## src/rtl/game_stat_ctrl.sv

```systemverilog
// Game-session controller: restart debouncer, IDLE/PLAY/DEAD sequencing, BCD game/score/best
// counters and death LED blinker. Every output comes straight from a register.
module game_stat_ctrl #(
  parameter int DIGITS       = 4,
  parameter int DEB_CYCLES   = 500000,
  parameter int BLINK_CYCLES = 25000000,
  parameter int LED_W        = 8
) (
  input  logic                clk,
  input  logic                clrn,
  input  logic                btn_restart,
  input  logic                death,
  input  logic                pass_pulse,
  output logic [1:0]          state,
  output logic                restart_pulse,
  output logic [4*DIGITS-1:0] game_cnt,
  output logic [4*DIGITS-1:0] score,
  output logic [4*DIGITS-1:0] best,
  output logic                new_best,
  output logic [LED_W-1:0]    led
);

  localparam int CW      = 4 * DIGITS;
  localparam int DEB_W   = (DEB_CYCLES > 1) ? $clog2(DEB_CYCLES) : 1;
  localparam int BLINK_W = (BLINK_CYCLES > 1) ? $clog2(BLINK_CYCLES) : 1;

  typedef enum logic [1:0] {
    S_IDLE = 2'b00,
    S_PLAY = 2'b01,
    S_DEAD = 2'b10
  } state_e;

  // BCD increment with per-digit carry; all-9s is a fixed point so counters never wrap.
  function automatic logic [CW-1:0] bcd_inc(input logic [CW-1:0] v);
    logic [CW-1:0] r;
    logic          carry;
    r     = v;
    carry = 1'b1;
    if (v != {DIGITS{4'h9}}) begin
      for (int i = 0; i < DIGITS; i++) begin
        if (carry) begin
          if (v[4*i +: 4] == 4'h9) begin
            r[4*i +: 4] = 4'h0;
          end else begin
            r[4*i +: 4] = v[4*i +: 4] + 4'h1;
            carry       = 1'b0;
          end
        end
      end
    end
    return r;
  endfunction

  // Strict BCD magnitude compare, most significant digit decides first.
  function automatic logic bcd_gt(input logic [CW-1:0] a, input logic [CW-1:0] b);
    logic gt;
    logic decided;
    gt      = 1'b0;
    decided = 1'b0;
    for (int i = DIGITS - 1; i >= 0; i--) begin
      if (!decided && (a[4*i +: 4] != b[4*i +: 4])) begin
        gt      = (a[4*i +: 4] > b[4*i +: 4]);
        decided = 1'b1;
      end
    end
    return gt;
  endfunction

  // Restart button: synchroniser and debouncer
  logic             sync1_q, sync2_q;
  logic [DEB_W-1:0] deb_cnt_q, deb_cnt_d;
  logic             deb_lvl_q, deb_lvl_d;
  logic             deb_prev_q;
  logic             press;

  always_ff @(posedge clk or negedge clrn) begin
    // NOTE: sequential state is updated only with non-blocking assignments so every
    // register samples pre-edge values regardless of process ordering.
    if (!clrn) begin
      sync1_q    <= 1'b0;
      sync2_q    <= 1'b0;
      deb_cnt_q  <= '0;
      deb_lvl_q  <= 1'b0;
      deb_prev_q <= 1'b0;
    end else begin
      sync1_q    <= btn_restart;
      sync2_q    <= sync1_q;
      deb_cnt_q  <= deb_cnt_d;
      deb_lvl_q  <= deb_lvl_d;
      deb_prev_q <= deb_lvl_q;
    end
  end

  always_comb begin
    // NOTE: every combinational output gets a default first, so no path leaves it
    // unassigned and no latch is inferred.
    deb_cnt_d = '0;
    deb_lvl_d = deb_lvl_q;
    if (sync2_q != deb_lvl_q) begin
      if (deb_cnt_q == DEB_W'(DEB_CYCLES - 1)) begin
        deb_lvl_d = sync2_q;
      end else begin
        deb_cnt_d = deb_cnt_q + DEB_W'(1);
      end
    end
  end

  assign press = deb_lvl_q & ~deb_prev_q;

  // Session state and counters
  state_e             state_q, state_d;
  logic [CW-1:0]      game_q, game_d;
  logic [CW-1:0]      score_q, score_d;
  logic [CW-1:0]      best_q, best_d;
  logic               new_best_q, new_best_d;
  logic               restart_q, restart_d;
  logic [LED_W-1:0]   led_q, led_d;
  logic [BLINK_W-1:0] blink_q, blink_d;

  always_ff @(posedge clk or negedge clrn) begin
    if (!clrn) begin
      state_q    <= S_IDLE;
      game_q     <= '0;
      score_q    <= '0;
      best_q     <= '0;
      new_best_q <= 1'b0;
      restart_q  <= 1'b0;
      led_q      <= '0;
      blink_q    <= '0;
    end else begin
      state_q    <= state_d;
      game_q     <= game_d;
      score_q    <= score_d;
      best_q     <= best_d;
      new_best_q <= new_best_d;
      restart_q  <= restart_d;
      led_q      <= led_d;
      blink_q    <= blink_d;
    end
  end

  always_comb begin
    state_d    = state_q;
    game_d     = game_q;
    score_d    = score_q;
    best_d     = best_q;
    new_best_d = new_best_q;
    restart_d  = 1'b0;
    led_d      = led_q;
    blink_d    = blink_q;

    // A press overrides whatever the engine reports in the same cycle.
    if (press) begin
      state_d    = S_PLAY;
      score_d    = '0;
      game_d     = bcd_inc(game_q);
      restart_d  = 1'b1;
      new_best_d = 1'b0;
      led_d      = '0;
      blink_d    = '0;
    end else begin
      case (state_q)
        S_PLAY: begin
          if (pass_pulse) begin
            score_d = bcd_inc(score_q);
          end
          // Best compare sees the score including a pass in the same cycle.
          if (death) begin
            state_d = S_DEAD;
            led_d   = '1;
            blink_d = '0;
            if (bcd_gt(score_d, best_q)) begin
              best_d     = score_d;
              new_best_d = 1'b1;
            end else begin
              new_best_d = 1'b0;
            end
          end
        end
        S_DEAD: begin
          if (blink_q == BLINK_W'(BLINK_CYCLES - 1)) begin
            blink_d = '0;
            led_d   = ~led_q;
          end else begin
            blink_d = blink_q + BLINK_W'(1);
          end
        end
        default: begin
          // IDLE, and recovery from the unused encoding.
          state_d = S_IDLE;
          led_d   = '0;
          blink_d = '0;
        end
      endcase
    end
  end

  assign state         = state_q;
  assign restart_pulse = restart_q;
  assign game_cnt      = game_q;
  assign score         = score_q;
  assign best          = best_q;
  assign new_best      = new_best_q;
  assign led           = led_q;

endmodule

```

## config.mk

```make
export PLATFORM = sky130hd
export DESIGN_NAME = game_stat_ctrl
export DESIGN_NICKNAME = d
export VERILOG_FILES = /design/src/rtl/game_stat_ctrl.sv
export SDC_FILE = /design/constraint.sdc
export NUM_CORES = 1
export LEC_CHECK = 0
export CORE_MARGIN = 2
export CORE_UTILIZATION = 35
export CTS_CLUSTER_SIZE = 20
export DETAILED_ROUTE_END_ITERATION = 12
export GPL_ROUTABILITY_DRIVEN = 0
export PLACE_DENSITY = 0.59
export SYNTH_ARGS = -nofsm -noshare
export SYNTH_HDL_FRONTEND = slang
export SYNTH_SLANG_ARGS = --single-unit
```

## constraint.sdc

```tcl
create_clock -name clk -period 8.51 [get_ports clk]
set_input_delay 1.702 -clock clk [delete_from_list [all_inputs] [get_ports clk]]
set_output_delay 1.702 -clock clk [all_outputs]
set_load 0.01 [all_outputs]
```

Word-level counts from Yosys, hierarchy flattened
Cells that the tools add are included.
- $add $sub $neg: 10
- order comparisons: 4
- equality and inequality tests: 22
- muxes and demuxes: 82
- bitwise operators: 4
- reductions and logical operators: 17
- operators by type and width (cell ; count):
    $mux W16 ; 6
    $mux W25 ; 3
    $mux W1 ; 52
    $pmux W25 S2 ; 1
    $mux W4 ; 11
    $mux W19 ; 2
    $add A4 B1 Y4 const B ; 8
    $eq A4 B4 Y1 const B ; 8
    $ne A16 B16 Y1 const B ; 2
    $add A25 B1 Y25 const B ; 1
    $eq A25 B25 Y1 const B ; 1
    $mux W8 ; 3
    $add A19 B1 Y19 const B ; 1
    $eq A19 B19 Y1 const B ; 1
    $gt A4 B4 Y1 ; 4
    $ne A4 B4 Y1 ; 4
    $pmux W8 S2 ; 1
    $reduce_and A2 Y1 ; 5
    $reduce_and A3 Y1 ; 3
    $not A8 Y8 ; 1
    $ne A3 B3 Y1 const B ; 2
    $mux W2 ; 2
    $pmux W2 S2 ; 1
    $reduce_and A4 Y1 ; 1
    9 further kinds ; 15
- register bits: 108
- bits of input ports: 5
- output and inout port bits: 60
- logic and storage cells: 155

Depth between registers and ports, before layout
- depth after elaboration: 48
- mapped depth: 16
- depth with buffers taken out: 14

Worst setup path before layout
OpenSTA, ideal clock, no wires.
- kind: in2reg
- from: in pass_pulse
- to: reg best_q[11] (netlist: best[11])
- library setup time: 0.125 ns
- arrival time: 4.190 ns
- data required time: 8.385 ns
- slack: 4.195 ns
- stages: 12
- path buffers: 2
- cell sequence: clkbuf_1 -> nand4b_1 -> nor4_2 -> nand3b_1 -> o21ai_0 -> ha_1 -> nand2_1 -> o21ai_0 -> nand2_1 -> o22ai_2 -> buf_4 -> mux2_2
- word-level cells in the longest chain between the ends: 27
- elaborated cells between the ends (all ways): 37
- classes of those cells: order compare (4); eq/ne (4); mux (22); reduce/logical (7)
- ends and longest elaborated chain (what ; RTL line ; source):
    start: declaration ; 13 ; input logic pass_pulse,
    $mux W16 (*) ; 164 ; if (pass_pulse) begin
    $mux W16 (*) ; 162 ; case (state_q)
    $mux W16 (*) ; 153 ; if (press) begin
    $ne A4 B4 Y1 ; 61 ; if (!decided && (a[4*i +: 4] != b[4*i +: 4])) begin
    $mux W1 ; 61 ;
    $mux W1 ; 168 ; if (death) begin
    $mux W1 ; 162 ;
    $mux W1 ; 153 ;
    [11 not listed] ; n/a ;
    $mux W1 ; 153 ;
    $logic_not A1 Y1 ; 61 ;
    $logic_and A1 B1 Y1 ; 61 ;
    $mux W1 ; 61 ;
    $mux W1 ; 168 ;
    $mux W1 ; 162 ;
    $mux W1 ; 153 ;
    $reduce_and A4 Y1 (no line) ; n/a ;
    end signal: assignment ; 134 ; best_q <= best_d;
    end: declaration ; 114 ; logic [CW-1:0] best_q, best_d;
Mark *: on every way between the ends. The rest lies on a longest branch, timed or not. The select of a mux whose other input is x is not followed.
A chain may end at the register's enable or synchronous reset.

Final worst setup path
- from: in pass_pulse
- to: reg best_q[13] (netlist: best[13])
The elaborated chain is that of the path after synthesis.

==> impl_metrics.ini <==
[clock_tree]
htreeDepth = 3
cts_sinks = 108
cts_tree = built
ctsHoldBuffers = 0
cts_root_buf = clkbuf_16
numCtsBuffers = 9
postCtsSetupBuffers = 0
ctsResizeCount = 0
cts_buffer_depth = 2
clk_latency_ns = 0.35
path_clk_slew_ns = 0.07

[yosys]
yosysMostFrequentCell = dfrtp_1
syn-num-nets = 640
seq_area_frac_synth_pct = 46.4
syn_inst = 607
synth_top_area_share_pct = 46.4
synth_area_leaders = dfrtp_1 46%, ha_1 6.0%, nor2_1 4.5%, mux2_2 3.5%, xnor2_1 3.5%
synthFlopType = dfrtp_1
synth-edff-count = 0
synth_commonest_cells = 108 x dfrtp_1, 70 x nor2_1, 50 x nand2_1
yosys_register_bits = 108
avgSynthCellArea_um2 = 9.59
syn-cell-area_mm2 = 0.00582
async_reset_ff_share_pct = 100
yosysTopAreaCell = dfrtp_1
yosysUniqueCellTypes = 57
ys_warn_count = 0

[die]
num_rows = 47
fp.dieH_um = 133
ios = 65
initial_core_util_pct = 35.5
die_w_um = 133
die_area_mm2 = 0.0177
coreArea_mm2 = 0.0164

[final_layout]
syn_to_final_growth_pct = 18.8
n_antenna_cell = 0
fin_nets = 698
drive_gt1_share_pct = 7.76
final_area_mm2 = 0.00691

[worst_setup_path]
endpoint_kind = flop
start_kind = input pin
crit_type = in2reg
worstPathArrival_ns = 5.32
crit_fanout = 17
worstPathRequired_ns = 8.74

[sta]
worst_slew_margin_rel_pct = 31.5
rsz0062_at_grt = false
fin_skew_ns = 0.00452
finalHoldViolCount = 0
period_share_pct = 59.8
setup_viol = 0
worstMarginPinSlew_ns = 1.03
maxSlewViolCount = 0
finalCriticalPeriod_ns = 5.09
fmax_ghz = 0.197
setup_tns_ns = 0

[global_route]
overflow = 0
grt_usage_pct = 15.6
grt_max_degree = 58
first_global_vias = 4581
antenna_found_initial = 0
grt_pass1_wl_um = 22300

[route]
drt_iter0_drc = 216
via_per_inst = 5.14
antenna_left = 0
vias = 4578
wire_per_inst_um = 14.7
totalWireLength_um = 13000
drc = 0
drt-pass1-iter-count = 4

[placement]
port_buffers = 64
dp_hpwl_um = 9290
placed_area_mm2 = 0.00664

[hold_path]
hold_class = reg2reg

[run_status]
run_status = complete, no violations

[run]
maxCapViolations = 0

[power_and_ir_drop]
p_leak_nw = 2.82
power_mw = 1.00
powerDensity_mw_per_mm2 = 145
ir_drop_mv = 0.123
## registers in the layout, summed over array words and instances (netlist names)
name / cells
sync1_q: 1
deb_lvl_q: 1
restart_pulse: 1
deb_cnt_q: 19
deb_prev_q: 1
blink_q: 25
sync2_q: 1
state: 2
game_cnt: 16
best: 16
led: 8
new_best: 1
score: 16
## cells in the final DEF (no fill, tap or decap), drive strengths merged, types with 3 or more instances in the layout
master         netlist  layout
nor3b                3       3
nor4                 5       5
clkbuf               8      11
and4                 4       4
clkdlybuf4s50        0      63
and2                 3       3
inv                 41      41
o22ai                9       9
and3                 5       5
nand3               26      26
mux2                18      18
a21oi               40      40
o31ai                7       7
nor2                70      70
nor2b                7       7
or4bb                3       3
nand3b               5       5
nand2               50      50
xor2                15      15
xnor2               23      23
nand4               16      16
nand2b               5       5
buf                 12       4
o21ai               33      33
or3                  8       8
or2                  3       3
and3b                4       4
dfrtp              108     108
mux2i                9       9
clkinv               1       5
ha                  28      28
nor3                14      14
a211oi               5       5
## metrics by stage
step	cells	setup slack (ns)	util (%)	hold slack [ns]
finish	890	3.42	42.1	0.359
global route	890	3.12	42.1	0.364
CTS	890	3.48	42.1	0.362
detailed placement	874	3.11	40.5	0.345
global placement	874	3.20	40.5	0.341
floorplan	607	4.20	-	0.331
## routing by layer
layer  GRT usage (%)  routed length, um
met5               0                  0
met4            4.60                118
met3            3.98                525
met2            26.0               6400
met1            20.0               6000
## cell type report
| class | count | area (um2) |
|---|---|---|
| Fill cell | 1550 | 9490 |
| Inverter | 42 | 170 |
| Sequential cell | 108 | 2700 |
| Clock inverter | 5 | 27.5 |
| Clock buffer | 11 | 243 |
| Tap cell | 220 | 275 |
| Timing Repair Buffer | 67 | 661 |
| Multi-Input combinational cell | 437 | 2840 |
## power by group
part / leakage (nW) / switching (mW) / internal [mW]
sequential: 1.45 / 0.0103 / 0.519
clock: 0.135 / 0.189 / 0.205
combinational: 1.23 / 0.0448 / 0.0328
total: 2.82 / 0.245 / 0.757
## final timing paths
| kind | start | end | slack [ns] | cells after the start |
|---|---|---|---|---|
| max | pass_pulse | best[13]$_DFFE_PN0P_ | 3.42 | 11 |
| min | sync1_q$_DFF_PN0_ | sync2_q$_DFF_PN0_ | 0.36 | 0 |
| max reg2reg | score[0]$_DFFE_PN0N_ | best[13]$_DFFE_PN0P_ | 4.33 | 11 |
| min reg2reg | sync1_q$_DFF_PN0_ | sync2_q$_DFF_PN0_ | 0.36 | 0 |
| max in group asynchronous | clrn | deb_cnt_q[1]$_DFF_PN0_ | 5.96 | 2 |
| min in group asynchronous | clrn | best[9]$_DFFE_PN0P_ | 1.37 | 1 |
## critical path, cell delays in order
cell and delay [ns]:
clkdlybuf4s50_1 0.64, nand4b_1 0.22, nor2_1 0.27, nand4_1 0.12
o21ai_0 0.35, ha_1 0.20, nand4_1 0.12, nor3_1 0.32
nand2_1 0.11, o22ai_2 0.84, mux2_2 0.42
## logic make-up (layout without fill, tap and decap cells)
family	after synthesis	count (layout)	synth area share, %
AOI/OAI and AO/OA	107	107	11.0
buffers and inverters	62	125	4.84
DFF	108	108	46.4
adders and majority gates	28	28	6.02
muxes	27	27	5.03
and+or+nand+nor	237	237	21.0
xor gates and xnor gates	38	38	5.72
(Power assumes the default switching activity.)
